<file path="src/rtl/seven_seg_pkg.sv">
// seven_seg_pkg -- shared constants for the seven-segment scanner.
//   DIGITS_DEFAULT : default number of scanned hex digits
//   SEG_BLANK      : all segments off (active-low)
//   SEG_TABLE      : hex 0-F to active-low segments {g,f,e,d,c,b,a}
package seven_seg_pkg;

    localparam int DIGITS_DEFAULT = 5;

    localparam logic [6:0] SEG_BLANK = 7'b1111111;

    localparam logic [6:0] SEG_TABLE [16] = '{
        7'b1000000,  // 0
        7'b1111001,  // 1
        7'b0100100,  // 2
        7'b0110000,  // 3
        7'b0011001,  // 4
        7'b0010010,  // 5
        7'b0000010,  // 6
        7'b1111000,  // 7
        7'b0000000,  // 8
        7'b0010000,  // 9
        7'b0001000,  // A
        7'b0000011,  // b
        7'b1000110,  // C
        7'b0100001,  // d
        7'b0000110,  // E
        7'b0001110   // F
    };

endpackage

</file>
<file path="src/rtl/hex_to_seg.sv">
// hex_to_seg -- combinational hex digit to active-low seven-segment decode.
//   hex : 4-bit digit value
//   seg : segments {g,f,e,d,c,b,a}, active-low
module hex_to_seg
    import seven_seg_pkg::*;
(
    input  logic [3:0] hex,
    output logic [6:0] seg
);

    assign seg = SEG_TABLE[hex];

endmodule

</file>
<file path="src/rtl/seven_seg_scanner.sv">
// seven_seg_scanner -- time-multiplexed driver for a DIGITS-digit hex display.
// A prescaler produces one scan tick every 2^DIV_WIDTH cycles; each tick
// lights the next digit. Inputs are snapshotted once per frame so a frame
// never mixes two input values.
//   clk       : clock, rising edge
//   rstN      : asynchronous active-low reset
//   dataIn    : DIGITS hex digits, digit k on [4k+3:4k]
//   dpIn      : decimal point request per digit, active-high
//   an        : anode enables, active-low, one-hot-low
//   seg       : segments {g,f,e,d,c,b,a}, active-low
//   dp        : decimal point, active-low
//   frameTick : one-cycle pulse following each frame snapshot
// Optional: define SEVEN_SEG_LZ_BLANK_EN to blank leading-zero digits
// (digit 0 is always shown). Scan timing is identical either way.
module seven_seg_scanner
    import seven_seg_pkg::*;
#(
    parameter int DIV_WIDTH = 16,
    parameter int DIGITS    = DIGITS_DEFAULT
) (
    input  logic                  clk,
    input  logic                  rstN,
    input  logic [4*DIGITS-1:0]   dataIn,
    input  logic [DIGITS-1:0]     dpIn,
    output logic [DIGITS-1:0]     an,
    output logic [6:0]            seg,
    output logic                  dp,
    output logic                  frameTick
);

    localparam int IDX_W = (DIGITS > 1) ? $clog2(DIGITS) : 1;

    logic [DIV_WIDTH-1:0]  presc;
    logic [IDX_W-1:0]      idx;
    logic [4*DIGITS-1:0]   data_snap;
    logic [DIGITS-1:0]     dp_snap;
    logic                  tick;
    logic                  last;
    logic [3:0]            cur_digit;
    logic [6:0]            dec_seg;
    logic                  blank;

    assign tick      = &presc;
    assign last      = (idx == IDX_W'(DIGITS - 1));
    assign cur_digit = data_snap[4*idx +: 4];

    hex_to_seg u_dec (
        .hex (cur_digit),
        .seg (dec_seg)
    );

`ifdef SEVEN_SEG_LZ_BLANK_EN
    // lz_mask[k] is set when digit k and every digit above it are zero.
    // Bit 0 stays clear so a value of zero still shows a single "0".
    logic [DIGITS-1:0] lz_mask;
    logic              zero_above;

    always_comb begin
        lz_mask    = '0;
        zero_above = 1'b1;
        for (int k = DIGITS - 1; k >= 1; k--) begin
            zero_above = zero_above & (data_snap[4*k +: 4] == 4'd0);
            lz_mask[k] = zero_above;
        end
    end

    assign blank = lz_mask[idx];
`else
    assign blank = 1'b0;
`endif

    always_ff @(posedge clk or negedge rstN) begin
        if (!rstN) begin
            presc     <= '0;
            idx       <= '0;
            data_snap <= '0;
            dp_snap   <= '0;
            an        <= '1;
            seg       <= SEG_BLANK;
            dp        <= 1'b1;
            frameTick <= 1'b0;
        end else begin
            presc     <= presc + 1'b1;
            frameTick <= tick && last;
            if (tick) begin
                if (blank) begin
                    an  <= '1;
                    seg <= SEG_BLANK;
                    dp  <= 1'b1;
                end else begin
                    an  <= ~(DIGITS'(1) << idx);
                    seg <= dec_seg;
                    dp  <= ~dp_snap[idx];
                end
                // The last digit of a frame still shows the old snapshot
                // (non-blocking read); the new one starts with digit 0.
                if (last) begin
                    idx       <= '0;
                    data_snap <= dataIn;
                    dp_snap   <= dpIn;
                end else begin
                    idx <= idx + 1'b1;
                end
            end
        end
    end

endmodule
</file>
<file path="config.mk">
export PLATFORM = sky130hd
export DESIGN_NAME = seven_seg_scanner
export DESIGN_NICKNAME = d
export VERILOG_FILES = /design/src/rtl/seven_seg_pkg.sv /design/src/rtl/hex_to_seg.sv /design/src/rtl/seven_seg_scanner.sv
export SDC_FILE = /design/constraint.sdc
export NUM_CORES = 1
export LEC_CHECK = 0
export CAP_MARGIN = 25
export CORE_ASPECT_RATIO = 1.1
export CORE_MARGIN = 2
export CORE_UTILIZATION = 58
export CTS_CLUSTER_DIAMETER = 150
export DETAILED_ROUTE_END_ITERATION = 8
export PLACE_DENSITY = 0.87
export SLEW_MARGIN = 5
export SYNTH_ARGS = -nofsm -noshare
export SYNTH_HDL_FRONTEND = slang
export SYNTH_SLANG_ARGS = --single-unit
</file>
<file path="constraint.sdc">
create_clock -name clk -period 5.2 [get_ports clk]
set_input_delay 1.56 -clock clk [delete_from_list [all_inputs] [get_ports clk]]
set_output_delay 1.56 -clock clk [all_outputs]
set_load 0.005 [all_outputs]
</file>
==> reports/qor.yml <==
fp.dieW_um: 71.6
path_clk_slew_ns: 0.06
cts_tree: "done"
start_kind: "flop"
cts_buffers: 9
p_leak_nw: 1.54
path_buf_inv: 1
diodes: 0
synth_cells: 239
synth_cell_types: 47
num-fill-cells: 357
drive_gt1_frac: 0.213
hold_violations: 0
post-route-drc-count: 0
ys_seq_area_frac: 0.504
grt_pass1_vias: 1900
syn_nets: 278
outcome: "finished, final reports clean"
final-setup-viol-count: 0
cts_setup_buffers: 0
grt_max_degree: 32
cp_slowest_cell: "dfstp_2"
start_util: 0.591
place_congestion: 0.881
slew_viol_final: 0
path_class: "flop to output port"
cap_viol_max_count: 0
fmax_ghz: 0.342
yosys_warnings: 0
cpLargestDelayFamily: "flip-flops"
relSlewSlack: 0.449
grt_pass1_wl_um: 9180
place_area_um2: 3300
ys.flop_type: "dfrtp_1"
clk_path_buf_depth: 2
crit_path_max_incr_delay_ns: 0.54
syn-cell-area_um2: 2910
coreArea_um2: 4930
io_buffers: 40
ys_async_sr_fraction: 1.00
rows: 27
cellPowerDensity_nw_per_um2: 262
cts_resized: 0
setup_tns_ns: 0
cp.arrival_ns: 1.37
grt_overflow_total: 0
synth_edf_count: 0
design_area_um2: 3520
path_cells: "clkdlybuf4s50_1"
final_antenna_net_count: 0
cts_num_sinks: 58
layout.nets: 321
finalCriticalPeriod_ns: 2.93
grt_setup_unrepaired: "false"
drt_pass1_iterations: 4
clk_latency_ns: 0.33
syn_area_per_cell_um2: 12.2
hp-class: "flop to flop"
htreeDepth: 3
cts_hold_buf: 0
wl_per_cell_um: 15.6
grt_use_total: 0.218
root_buffer: "clkbuf_8"
drtIter0Drc: 138
p_total_mw: 0.923
die-height_um: 78.3
area_delta_synth_final_pct: 20.7
worstPathRequired_ns: 3.64
period_share: 0.563
ys_ff_latch: 58
tightest_slew_ns: 0.822
die_area_um2: 5610
avgViaCountPerCell: 5.71
io_pins: 41
routed_wl_um: 5370
cp_max_fo: 2
antenna_found_initial: 0
end_kind: "output port"
vias: 1969
fin_skew_ns: 0.00405
peakVddDrop_v: 0.000175
dpl.hpwl_um: 3840
==> metal layers <==
layer / vias up / GRT usage / routed length [um] / part of all wire
met5: - / 0 / 0 / 0
li1: 942 / - / - / -
met2: 65 / 0.317 / 2540 / 0.47
met4: 0 / 0.106 / 146 / 0.027
met1: 950 / 0.300 / 2440 / 0.45
met3: 12 / 0.0629 / 250 / 0.047
==> flip-flops by register name, summed over array words and instances (netlist names) <==
name       flops
an             5
data_snap     20
dp             1
dp_snap        5
frameTick      1
idx            3
presc         16
seg            7
==> area by class of cell <==
cell class / instances / area, um2 / area share
inverters: 10 / 37.5 / 0.0107
well taps: 58 / 72.6 / 0.0206
multi-input cells: 162 / 1320 / 0.375
clock buffers: 15 / 186 / 0.0530
clock inverters: 1 / 30.0 / 0.00854
repair buffers: 41 / 403 / 0.115
flip-flops and latches: 58 / 1470 / 0.417
==> power by group <==
part	switching, mW	internal [mW]	leakage [nW]
Clock	0.168	0.274	0.110
Sequential	0	0.452	0.749
Combinational	0.0114	0.0174	0.682
==> synth_stat cells, drive strengths merged (2+ instances only) <==
cell	n	area (um2)
nor3	6	30.0
xnor2	9	78.8
clkbuf	3	11.3
and2	3	18.8
nor2	14	52.6
dfrtp	45	1130
nand3	7	40.0
o32ai	2	17.5
a21oi	4	20.0
mux2	25	349
mux4	2	45.0
nor4	2	27.5
o22ai	3	18.8
mux2i	6	60.1
dfstp	13	342
o21ai	9	45.0
buf	6	77.6
nand4	4	25.0
xor2	5	43.8
inv	10	37.5
ha	12	150
nand2	20	75.1
and3	3	23.8
o22a	4	35.0
a211oi	3	22.5
a31oi	4	25.0
==> tightest hold or removal path, cell delays in order (launching register included) <==
cell,delay (ns)
dfstp_2,0.37
nand2_1,0.05
nand2_1,0.05
==> layout by cell type, fill, tap and decap left out, types with 3 or more instances in the layout <==
cell / instances
nand3_1: 6
mux2_2: 7
a211oi_1: 3
and2_1: 3
dfstp_2: 13
nor3_1: 6
a21oi_1: 4
nand4_1: 4
dfrtp_1: 45
xor2_1: 5
a31oi_1: 4
o22ai_1: 3
xnor2_1: 9
nor2_1: 14
clkbuf_8: 13
o22a_1: 4
o21ai_0: 9
inv_1: 10
ha_1: 12
nand2_1: 20
mux2_4: 18
mux2i_1: 6
clkdlybuf4s50_1: 39
==> path summary, 6_finish.rpt <==
check / from / endpoint / slack [ns] / cells after the start
worst max-delay path: an[1]$_DFFE_PN1P_ / an[1] / 2.27 / 1
worst min-delay path: dp$_DFFE_PN1P_ / dp$_DFFE_PN1P_ / 0.46 / 2
worst max register to register: presc[2]$_DFF_PN0_ / data_snap[1]$_DFFE_PN0P_ / 2.37 / 5
worst min register to register: dp$_DFFE_PN1P_ / dp$_DFFE_PN1P_ / 0.46 / 2
max in group asynchronous: rstN / an[1]$_DFFE_PN1P_ / 3.12 / 2
min in group asynchronous: rstN / presc[5]$_DFF_PN0_ / 1.24 / 1
==> cells by family (layout without fill, tap and decap cells) <==
group | count (synthesis) | after routing | share of synthesized area
simple gates | 63 | 63 | 0.109
flops | 58 | 58 | 0.504
compound gates | 40 | 40 | 0.0940
mux | 33 | 33 | 0.156
buf+inv | 19 | 67 | 0.0434
xor+xnor | 14 | 14 | 0.0421
fa+ha+maj | 12 | 12 | 0.0515
==> through the flow <==
stage	std cells	utilization	setup WS (ns)	hold slack (ns)
global placement	329	0.669	2.45	0.447
global route	345	0.713	2.17	0.477
CTS	345	0.713	2.25	0.461
detailed placement	329	0.669	2.37	0.450
finish	345	0.713	2.27	0.461
floorplan	239	-	2.98	0.442
Power figures use the tool's default switching activity.
